===== config.mk =====
export PLATFORM = sky130hd
export DESIGN_NAME = time_entry_ctrl
export DESIGN_NICKNAME = d
export VERILOG_FILES = /design/src/rtl/time_entry_ctrl.sv
export SDC_FILE = /design/constraint.sdc
export NUM_CORES = 1
export LEC_CHECK = 0
export ABC_CLOCK_PERIOD_IN_PS = 2300
export BUFFER_PORTS_ARGS = -buffer_cell sky130_fd_sc_hd__buf_2
export CORE_MARGIN = 5
export CORE_UTILIZATION = 60
export CTS_CLUSTER_SIZE = 14
export DETAILED_ROUTE_END_ITERATION = 16
export GPL_TIMING_DRIVEN = 0
export PLACE_DENSITY = 0.77
export SETUP_SLACK_MARGIN = 0.1
export SYNTH_ARGS = -nofsm -noshare
export SYNTH_HDL_FRONTEND = slang
export SYNTH_SLANG_ARGS = --single-unit
export TNS_END_PERCENT = 50

===== constraint.sdc =====
create_clock -name clk -period 2.3 [get_ports clk]
set_input_delay 0.115 -clock clk [delete_from_list [all_inputs] [get_ports clk]]
set_output_delay 0.115 -clock clk [all_outputs]
set_load 0.005 [all_outputs]

===== src/rtl/time_entry_ctrl.sv =====
// Keypad time-setting controller: BCD edit buffer with a digit cursor, per-digit
// range checks, backspace/commit/cancel, and the cursor blink for the display.
module time_entry_ctrl #(
  parameter int NUM_FIELDS = 2,
  parameter int HOUR_MAX   = 23,
  parameter int BLINK_DIV  = 25000000
) (
  input  logic       clk,
  input  logic       rst,
  input  logic       start,
  input  logic       key_valid,
  input  logic [3:0] key_val,
  output logic [5:0] hour,
  output logic [5:0] minute,
  output logic [5:0] second,
  output logic [2:0] cursor,
  output logic       blink,
  output logic       editing,
  output logic       set_pulse,
  output logic       err_pulse
);

  localparam int CW = (BLINK_DIV > 2) ? $clog2(BLINK_DIV) : 1;
  localparam logic [CW-1:0] BLINK_LAST = CW'(BLINK_DIV - 1);
  localparam logic [2:0] LAST_CURSOR = 3'(2 * NUM_FIELDS - 1);
  localparam logic [3:0] HOUR_TENS   = 4'(HOUR_MAX / 10);
  localparam logic [3:0] HOUR_UNITS  = 4'(HOUR_MAX % 10);

  typedef enum logic {S_IDLE, S_EDIT} state_t;

  state_t        state;
  logic [3:0]    com_d  [6];
  logic [3:0]    edit_d [6];
  logic [CW-1:0] blink_cnt;
  logic          digit_ok;
  logic          is_tens;
  logic          is_hour;
  logic [3:0]    cur_tens;

  assign editing = (state == S_EDIT);

  function automatic logic [5:0] to_bin(input logic [3:0] tens, input logic [3:0] units);
    logic [7:0] v;
    v = {4'b0, tens} * 8'd10 + {4'b0, units};
    return v[5:0];
  endfunction

  // Outputs follow the edit buffer while editing, the committed time otherwise.
  assign hour   = editing ? to_bin(edit_d[0], edit_d[1]) : to_bin(com_d[0], com_d[1]);
  assign minute = editing ? to_bin(edit_d[2], edit_d[3]) : to_bin(com_d[2], com_d[3]);
  assign second = (NUM_FIELDS != 3) ? 6'd0 :
                  (editing ? to_bin(edit_d[4], edit_d[5]) : to_bin(com_d[4], com_d[5]));

  always_comb begin
    is_tens  = ~cursor[0];
    is_hour  = (cursor[2:1] == 2'd0);
    cur_tens = edit_d[{cursor[2:1], 1'b0}];
    digit_ok = 1'b0;
    if (is_tens)
      digit_ok = is_hour ? (key_val <= HOUR_TENS) : (key_val <= 4'd5);
    else
      digit_ok = !(is_hour && (cur_tens == HOUR_TENS) && (key_val > HOUR_UNITS));
  end

  always_ff @(posedge clk or negedge rst) begin
    if (!rst) begin
      state     <= S_IDLE;
      cursor    <= 3'd0;
      blink     <= 1'b0;
      blink_cnt <= '0;
      set_pulse <= 1'b0;
      err_pulse <= 1'b0;
      for (int i = 0; i < 6; i++) begin
        com_d[i]  <= 4'd0;
        edit_d[i] <= 4'd0;
      end
    end else begin
      set_pulse <= 1'b0;
      err_pulse <= 1'b0;
      case (state)
        S_IDLE: begin
          blink_cnt <= '0;
          blink     <= 1'b0;
          if (start) begin
            state     <= S_EDIT;
            edit_d    <= com_d;
            cursor    <= 3'd0;
            blink     <= 1'b1;
          end
        end
        S_EDIT: begin
          if (start) begin
            // Cancel: the committed time is untouched, the buffer reloads on next entry.
            state     <= S_IDLE;
            cursor    <= 3'd0;
            blink     <= 1'b0;
            blink_cnt <= '0;
          end else begin
            if (blink_cnt == BLINK_LAST) begin
              blink_cnt <= '0;
              blink     <= ~blink;
            end else begin
              blink_cnt <= blink_cnt + 1'b1;
            end
            if (key_valid) begin
              if (key_val <= 4'd9) begin
                if (digit_ok) begin
                  edit_d[cursor] <= key_val;
                  if (is_tens)
                    edit_d[{cursor[2:1], 1'b1}] <= 4'd0;
                  cursor    <= (cursor == LAST_CURSOR) ? cursor : cursor + 3'd1;
                  blink     <= 1'b1;
                  blink_cnt <= '0;
                end else begin
                  err_pulse <= 1'b1;
                end
              end else if (key_val == 4'hE) begin
                if (cursor != 3'd0)
                  cursor <= cursor - 3'd1;
                blink     <= 1'b1;
                blink_cnt <= '0;
              end else if (key_val == 4'hF) begin
                com_d     <= edit_d;
                set_pulse <= 1'b1;
                state     <= S_IDLE;
                cursor    <= 3'd0;
                blink     <= 1'b0;
                blink_cnt <= '0;
              end
            end
          end
        end
        default: state <= S_IDLE;
      endcase
    end
  end

endmodule


==> results of run 1 <==
[cell families (layout without fill, tap and decap cells)]
family,count (synthesis),in the layout
xor+xnor,45,45
mux,21,21
flops,64,64
other cells,1,6
buf+inv,49,93
fa+ha+maj,33,33
simple gates,144,144
compound gates,76,76
[critical path: cells and delay by family, from the launching register on]
family | cells | cell delay (ps)
AND/OR/NAND/NOR | 1 | 70
adder cells (fa/ha/maj) | 2 | 560
flip-flops | 1 | 420
XOR/XNOR | 3 | 510
buffers and inverters | 1 | 130
AO/OA/AOI/OAI | 1 | 80
[how the worst max path moves through the flow]
stage / end / slack [ps]
after floorplan: blink_cnt[16]$_DFF_PN0_ / 350
after global placement: cursor[1]$_DFFE_PN0P_ / -30
after detailed placement: cursor[0]$_DFFE_PN0P_ / -10
after CTS: minute[5] / 30
after global routing: minute[5] / -60
final: minute[5] / 80
[area by class of cell]
type	instances	area, um2
Clock inverter	4	70.07
Fill cell	526	1982
Tap cell	80	100.1
Clock buffer	11	131.4
Buffer	27	156.4
Sequential cell	64	1607
Inverter	22	82.58
Timing Repair Buffer	29	167.7
Multi-Input combinational cell	325	2460
[synthesized netlist by cell type, types with 7 or more instances]
master	count	area share
dfrtp_1	64	0.39
nor2_1	46	0.042
nand2_1	35	0.032
xnor2_1	32	0.067
ha_1	29	0.087
inv_1	22	0.020
mux2_2	18	0.049
o21ai_0	18	0.022
xor2_1	13	0.027
o211ai_1	12	0.022
nor2b_1	11	0.017
clkbuf_1	10	0.0090
nand3_1	10	0.012
nor4_1	10	0.015
a21oi_1	9	0.011
buf_4	8	0.014
a31oi_1	7	0.011
nand4_1	7	0.011
[registers in the layout, indices dropped and copies added, names as in the netlist]
signal	count
set_pulse	1
blink	1
com_d	16
edit_d	16
blink_cnt	25
editing	1
cursor	3
err_pulse	1
[per-layer routing]
metal / vias to the layer above / wire [um] / share of wire
met2: 85 / 4642 / 0.49
met4: 0 / 157 / 0.017
met3: 18 / 526 / 0.056
met5: - / 0 / 0
met1: 1596 / 4121 / 0.44
li1: 1596 / - / -
[power breakdown]
| group | internal [mW] | total, mW | switching, mW |
|---|---|---|---|
| Combinational | 0.397 | 0.841 | 0.444 |
| Clock | 0.601 | 1.02 | 0.416 |
| Sequential | 1.22 | 1.33 | 0.114 |
| Total | 2.21 | 3.19 | 0.975 |
[what timing repair did]
action | CTS | global route
setup endpoints to repair | 14 | 39
resized for setup | 8 | 26
hold buffers | 1 | 0
hold endpoints to repair | 64 | 0
pin swaps | 3 | 8
buffers inserted | 1 | 5
[stage by stage]
stage               TNS [ps]  setup WS [ps]
global placement      -65.33         -33.79
finish                     0          79.30
CTS                        0          34.82
detailed placement    -17.75         -9.808
floorplan                  0          348.0
global route          -73.24         -58.72
==> impl_metrics.ini, run 1 <==
[timing]
period_minus_slack_ps = 2221
whs_ps = 176.7
slew_headroom = 0.4619
hold_viol_final = 0
fmax_mhz = 450.3
setup_viol = 0
tightestPinTransition_ps = 807.2
finalClockSkew_ps = 5.684
slew_viol_final = 0
fin_crit_sh = 0.9655
rsz0062_at_grt = yes

[global_route]
grt_pass1_vias = 3165
grtUsageMet2 = 0.3713
grt_pass1_wl_um = 15460
grt_overflow = 0
grt_usage = 0.2276
met3_usage = 0.04747
grt_max_degree = 65
antenna_found_initial = 0
grt_busiest_layer = met2
met1_usage = 0.3034

[logic_synthesis]
synth_top_family_by_area = simple AND/OR/NAND/NOR gates
synth_xor_xnor_area_share = 0.09488
synth-compound-area-share = 0.1277
synth_seq_cells = 64
synth-simple-area-share = 0.1714
synth_mux_area_frac = 0.05602
ys_warn_count = 0
seq_area_frac_synth = 0.3855
syn_avg_cell_area_um2 = 9.593
synth_edf_count = 0
async_flop_share = 1.000
synth_fa_ha_area_frac = 0.1066
synthCells = 433
syn-cell-area_mm2 = 0.004154
synth_flop_cell = dfrtp_1
synth_cell_types = 55

[floorplan]
rows = 30
io_pins = 33
dieArea_mm2 = 0.008687
core-area_mm2 = 0.006756
die_x_um = 93.21
start_util = 0.6148
die_y_um = 93.21

[detailed_routing]
wl_um = 9447
ant_nets = 0
detail_route.iter0.violations = 247
viasPerCell = 5.863
drc = 0
drtPass1Iterations = 4
detail_route.wl_per_cell_um = 16.81
vias = 3295

[min_path]
hold_depth = 3
worstHoldPathType = in -> reg
hold_end = cursor[1]$_DFFE_PN0P_
hp-start = start

[power_and_ir_drop]
power_leakage_nw = 2.101
fin_total_pwr_mw = 3.188
irDropWorstVdd_uv = 387.8
p_per_area_mw_per_mm2 = 667.8

[clock_tree]
cts_htree_levels = 3
insertion_delay_ps = 350
clk_pin_slew_ps = 70
cts_made_buffers = 9
clock_sinks = 64
clock-root-buffer = clkbuf_8
cts_tree = yes
clock_path_buffers = 2

[critical_path]
crit_top_cell = xnor2_1
cp_slowest_stage_delay_ps = 420
path_cells = ha_1, ha_1, xnor2_1, xnor2_1, xnor2_1, nand2_1, o21ai_0, buf_2
slowest_stage = dfrtp_1
r2r_end = blink_cnt[15]$_DFF_PN0_
criticalPathCategory = reg -> out
reg2reg_from = blink_cnt[0]$_DFF_PN0_
reg2regPathDepth = 7
worstPathRequired_ps = 2180
ff2ff_setup_slack_ps = 180
cp-end-kind = primary output
crit_path_start = edit_d[13]$_DFFE_PN0P_
cp_max_fo = 4
start_kind = register
crit_arrival_ps = 2110

[placement]
dp.cells = 540
numPortBuffers = 22
placed_area_mm2 = 0.004385
gp_congestion = 0.8183
dp_hpwl_um = 6594

[layout]
instances_no_fill = 562
mostFrequentLayoutCell = dfrtp_1
nNetsFinal = 519
syn2layout_area_growth_pct = 14.94
layout_common_cells = dfrtp_1, nor2_1, nand2_1
postLayoutCellArea_mm2 = 0.004775
diodes = 0
drive_above_1_share = 0.2220
fin_util = 0.7067

[flow_run]
cap_violations = 0

[status]
status = completed
Power figures use the tool's default switching activity.
==> inputs of run 2 (changes only) <==
CELL_PAD_IN_SITES_DETAIL_PLACEMENT = 1   (was default)
CELL_PAD_IN_SITES_GLOBAL_PLACEMENT = 1   (was default)
CORE_UTILIZATION = 47   (was 60)
==> run 2 against run 1 <==
  * Clock power barely moved
  * Utilization down 13 points
  * Final area increased by 4.7%
  * Largest cell class unchanged
  * Combinational power grew 17%
  * Die area grew 25%
  * Critical endpoint is now hour[5]
  * Flip-flop and latch count stayed put
  * Total power grew 3.5%
  * Routed wire length rose by 24%
  * Hold slack improved by 9.4 ps
==> impl_metrics.ini, run 2 (synthesized netlist as in run 1, its figures left out) <==
[floorplan]
die_y_um = 104.0
rows = 34
start_util = 0.4787
die_x_um = 104.0
core-area_mm2 = 0.008678
io_pins = 33
dieArea_mm2 = 0.01082

[critical_path]
cp_max_fo = 4
path_cells = ha_4, ha_4, nor2b_2, o21ai_1, xnor2_1, nand2_1, o21ai_1, buf_2
start_kind = register
r2r_end = edit_d[12]$_DFFE_PN0P_
reg2reg_from = cursor[1]$_DFFE_PN0P_
reg2regPathDepth = 5
worstPathRequired_ps = 2180
ff2ff_setup_slack_ps = 170
criticalPathCategory = reg -> out
crit_arrival_ps = 2070
cp_slowest_stage_delay_ps = 490
slowest_stage = dfrtp_2
cp-end-kind = primary output

[detailed_routing]
detail_route.iter0.violations = 183
maxUsedRoutingLayer = met4
wl_um = 11740
drtPass1Iterations = 4
drc = 0
viasPerCell = 5.684
vias = 3467
detail_route.wl_per_cell_um = 19.25
wl_met2_um = 5932
route.met3.wl_um = 481
ant_nets = 0
drt-met1-wl_um = 5191

[global_route]
grt_usage = 0.2081
grt_max_degree = 65
antenna_found_initial = 0
grt_pass1_wl_um = 18490
grt_overflow = 0
grt_pass1_vias = 3662

[layout]
multi_input_area_mm2 = 0.002506
instances_no_fill = 610
fill_cells = 970
drive_above_1_share = 0.2769
diodes = 0
mostFrequentLayoutCell = dfrtp_1
nNetsFinal = 538
final-seq-area_mm2 = 0.001608
layout_common_cells = dfrtp_1, nor2_1, nand2_1
top_register = blink_cnt
syn2layout_area_growth_pct = 20.36
postLayoutCellArea_mm2 = 0.005000
largest_reg_flops = 25
reg.largest.list = blink_cnt (25), com_d (16), edit_d (16)

[min_path]
hold_end = cursor[2]$_DFFE_PN0P_
hp-start = start
worstHoldPathType = in -> reg
hold_depth = 3

[clock_tree]
cts_htree_levels = 3
clock_sinks = 64
insertion_delay_ps = 350
cts_made_buffers = 9
clock-root-buffer = clkbuf_8
cts_tree = yes
clock_path_buffers = 2
clk_pin_slew_ps = 80

[timing]
fmax_mhz = 458.4
finalClockSkew_ps = 10.09
slew_headroom = 0.4391
setup_ws_ps = 118.4
slew_viol_final = 0
tightestPinTransition_ps = 841.3
fin_crit_sh = 0.9485
period_minus_slack_ps = 2182
hold_viol_final = 0
finalSetupTns_ps = 0
rsz0062_at_grt = yes
setup_viol = 0

[placement]
gp_congestion = 0.8638
dp_hpwl_um = 7727
dp.cells = 568
placed_area_mm2 = 0.004420
pre_cts_ws_ps = -163.3
numPortBuffers = 22

[flow_run]
cap_violations = 0

[status]
status = completed

[power_and_ir_drop]
power_leakage_nw = 2.202
p_per_area_mw_per_mm2 = 659.8
fin_total_pwr_mw = 3.299
irDropWorstVdd_uv = 312.8
## run 2: worst max-delay path: cells and delay by family, from the launching register on
kind,cells,cell delay [ps]
AOI/OAI and AO/OA,2,240
DFF,1,490
xor gates and xnor gates,1,150
and+or+nand+nor,2,220
buffers and inverters,1,120
adders and majority gates,2,500
## run 2: worst max path at each step
stage | startpoint | cells after the start | endpoint | slack, ps
after global placement | edit_d[20]$_DFFE_PN0P_ | 5 | cursor[1]$_DFFE_PN0P_ | -120
after floorplan | blink_cnt[0]$_DFF_PN0_ | 7 | blink_cnt[16]$_DFF_PN0_ | 350
final | edit_d[20]$_DFFE_PN0P_ | 8 | hour[5] | 120
after CTS | edit_d[20]$_DFFE_PN0P_ | 7 | edit_d[18]$_DFFE_PN0P_ | 80
after detailed placement | edit_d[20]$_DFFE_PN0P_ | 5 | cursor[0]$_DFFE_PN0P_ | -160
after global routing | edit_d[12]$_DFFE_PN0P_ | 9 | minute[5] | 0.8
## run 2: area by class of cell
type                       instances  share of cell area
buffer                            27             0.03128
clock buffer                      11             0.02828
clock inverter                     5             0.01126
inverter                          22             0.01652
multi-input combinational        325              0.5013
sequential                        64              0.3216
tap                              108             0.02703
timing repair buffer              48             0.06281
## run 2: metal layers
metal / vias to the layer above / track usage
met4: 0 / 0.06568
met2: 78 / 0.3488
met1: 1748 / 0.2719
met5: - / 0
met3: 12 / 0.03786
li1: 1629 / -
## run 2: repair_timing
item / in CTS / in global routing
hold buffers: 1 / 0
setup endpoints to repair: 39 / 39
cloned: 0 / 1
pin swaps: 2 / 12
hold endpoints to repair: 64 / 0
gates resized for setup: 17 / 31
buffers inserted: 10 / 14
## run 2: report_power, final
part / total, mW / switching [mW] / internal [mW]
sequential: 1.32 / 0.106 / 1.21
combinational: 0.982 / 0.524 / 0.459
clock: 0.995 / 0.467 / 0.529
total: 3.30 / 1.10 / 2.20
## run 2: per-stage QoR
stage | utilization | hold WS (ps)
after floorplan | - | -180.6
after global placement | 0.5091 | 499.3
after detailed placement | 0.5094 | 283.7
after CTS | 0.5502 | 193.4
after global routing | 0.5761 | 201.9
final | 0.5761 | 186.0
==> inputs of run 3 (changes only) <==
==> constraint.sdc (replaced) <==
create_clock -name clk -period 2.3 [get_ports clk]
set_input_delay 0.23 -clock clk [delete_from_list [all_inputs] [get_ports clk]]
set_output_delay 0.23 -clock clk [all_outputs]
set_load 0.005 [all_outputs]
==> run 3 against run 2 <==
  * Worst setup slack worse by 96 ps
  * Total power up 3.1%
  * Register-to-register slack worse by 60 ps
  * Non-clock buffer count down 1
  * Final area up 1.6%
  * Critical path depth unchanged
  * Hold slack worse by 220 ps
  * Maximum frequency down 4.2%
  * Highest routed layer unchanged
  * Largest power group unchanged
  * The flow now finishes with violations (negative hold slack)
  * First-iteration DRC count down 30%
==> impl_metrics.ini, run 3 (synthesized netlist as in run 1, its figures left out) <==
[floorplan]
rows = 34
die_y_um = 104.0
io_pins = 33
dieArea_mm2 = 0.01082
die_x_um = 104.0
core-area_mm2 = 0.008678
start_util = 0.4787

[detailed_routing]
wl_um = 12180
route.met3.wl_um = 500
detail_route.iter0.violations = 128
viasPerCell = 5.729
vias = 3489
maxUsedRoutingLayer = met4
drtPass1Iterations = 4
wl_met2_um = 6133
detail_route.wl_per_cell_um = 19.99
drt-met1-wl_um = 5324
ant_nets = 0
drc = 0

[layout]
nNetsFinal = 537
mostFrequentLayoutCell = dfrtp_1
largest_reg_flops = 25
fill_cells = 966
layout_common_cells = dfrtp_1, nor2_1, nand2_1
drive_above_1_share = 0.3054
syn2layout_area_growth_pct = 22.32
reg.largest.list = blink_cnt (25), com_d (16), edit_d (16)
diodes = 0
top_register = blink_cnt

[timing]
finalSetupTns_ps = 0
tightestPinTransition_ps = 852.9
fin_crit_sh = 0.9903
whs_ps = -32.13
period_minus_slack_ps = 2278
fmax_mhz = 439.1
slew_headroom = 0.4314
finalClockSkew_ps = 15.53
slew_viol_final = 0
setup_ws_ps = 22.36
rsz0062_at_grt = yes
setup_viol = 0
hold_viol_final = 25

[clock_tree]
clock-root-buffer = clkbuf_8
cts_htree_levels = 3
cts_made_buffers = 9
cts_tree = yes
cts_hold_buf = 0
clk_pin_slew_ps = 70
clock_sinks = 64
insertion_delay_ps = 360
clock_path_buffers = 2

[global_route]
grt_max_degree = 65
antenna_found_initial = 0
grt_usage = 0.2181
grt_pass1_wl_um = 19220
grt_overflow = 0
grt_pass1_vias = 3757

[critical_path]
cp_max_fo = 3
path_cells = ha_1, ha_2, xnor2_2, xnor2_1, xnor2_1, nand2_1, o21ai_1, buf_2
worstPathRequired_ps = 2070
criticalPathCategory = reg -> out
reg2regPathDepth = 8
reg2reg_from = edit_d[23]$_DFFE_PN0P_
start_kind = register
cp_slowest_stage_delay_ps = 430
ff2ff_setup_slack_ps = 110
crit_arrival_ps = 2050
cp-end-kind = primary output
r2r_end = edit_d[11]$_DFFE_PN0P_
crit_top_cell = xnor2_1
slowest_stage = dfrtp_1

[placement]
numPortBuffers = 22
dp_hpwl_um = 7727
pre_cts_ws_ps = -163.3
gp_congestion = 0.8638

[power_and_ir_drop]
irDropWorstVdd_uv = 307.4
power_leakage_nw = 2.190
p_per_area_mw_per_mm2 = 669.1

[min_path]
worstHoldPathType = in -> async

[status]
status = complete, but fails checks
violations = negative hold slack

[flow_run]
cap_violations = 0
-- run 3: stage by stage --
step                std cells  total power [mW]    util  hold slack [ps]  area, um2
detailed placement        568             2.152  0.5094            398.7       4420
global placement          568             2.108  0.5091            499.3       4418
finish                    609             3.400  0.5855           -32.13       5081
CTS                       596             3.238  0.5552            22.66       4818
global route              609             3.592  0.5855            42.73       5081
floorplan                 438             1.870       -           -65.59       4173
-- run 3: routing by layer --
metal  up-vias  global-route usage
met3        17             0.03849
met4         0             0.07863
met2        85              0.3661
li1       1627                   -
met5         -                   0
met1      1760              0.2811
-- run 3: timing repair --
| item | CTS | global route |
|---|---|---|
| setup endpoints to repair | 41 | 41 |
| gates cloned | 0 | 1 |
| pin swaps | 8 | 16 |
| gates resized for setup | 28 | 40 |
| setup buffers | 12 | 12 |
-- run 3: worst max-delay path, delay by kind of cell (launching register included) --
kind	cells	cell delay [ps]
compound gates	1	70
xor+xnor	3	470
fa+ha+maj	2	540
buf+inv	1	120
flops	1	430
simple gates	1	70
-- run 3: report_power, final --
| group | switching [mW] | leakage [nW] | total (mW) | internal [mW] |
|---|---|---|---|---|
| sequential | 0.116 | 0.839 | 1.33 | 1.22 |
| clock | 0.477 | 0.0993 | 1.01 | 0.529 |
| combinational | 0.557 | 1.25 | 1.06 | 0.505 |
| total | 1.15 | 2.19 | 3.40 | 2.25 |
-- run 3: layout make-up --
type,count,area (um2),area share
Clock inverter,5,56.30,0.01108
Sequential cell,64,1614,0.3177
Inverter,22,82.58,0.01625
Multi-Input combinational cell,325,2581,0.5080
Tap cell,108,135.1,0.02659
Buffer,27,158.9,0.03127
Timing Repair Buffer,47,311.5,0.06132
Clock buffer,11,141.4,0.02783
-- run 3: worst max path at each step --
| stage | startpoint | to | slack [ps] | depth (start not counted) |
|---|---|---|---|---|
| 6_report | edit_d[13]$_DFFE_PN0P_ | minute[5] | 20 | 8 |
| 5_1_grt | edit_d[13]$_DFFE_PN0P_ | minute[5] | -80 | 8 |
| 4_1_cts | edit_d[20]$_DFFE_PN0P_ | edit_d[18]$_DFFE_PN0P_ | -70 | 7 |
| 3_5_place_dp | edit_d[20]$_DFFE_PN0P_ | cursor[0]$_DFFE_PN0P_ | -160 | 5 |
| 3_3_place_gp | edit_d[20]$_DFFE_PN0P_ | cursor[1]$_DFFE_PN0P_ | -120 | 5 |
| 2_1_floorplan | blink_cnt[0]$_DFF_PN0_ | blink_cnt[16]$_DFF_PN0_ | 350 | 7 |
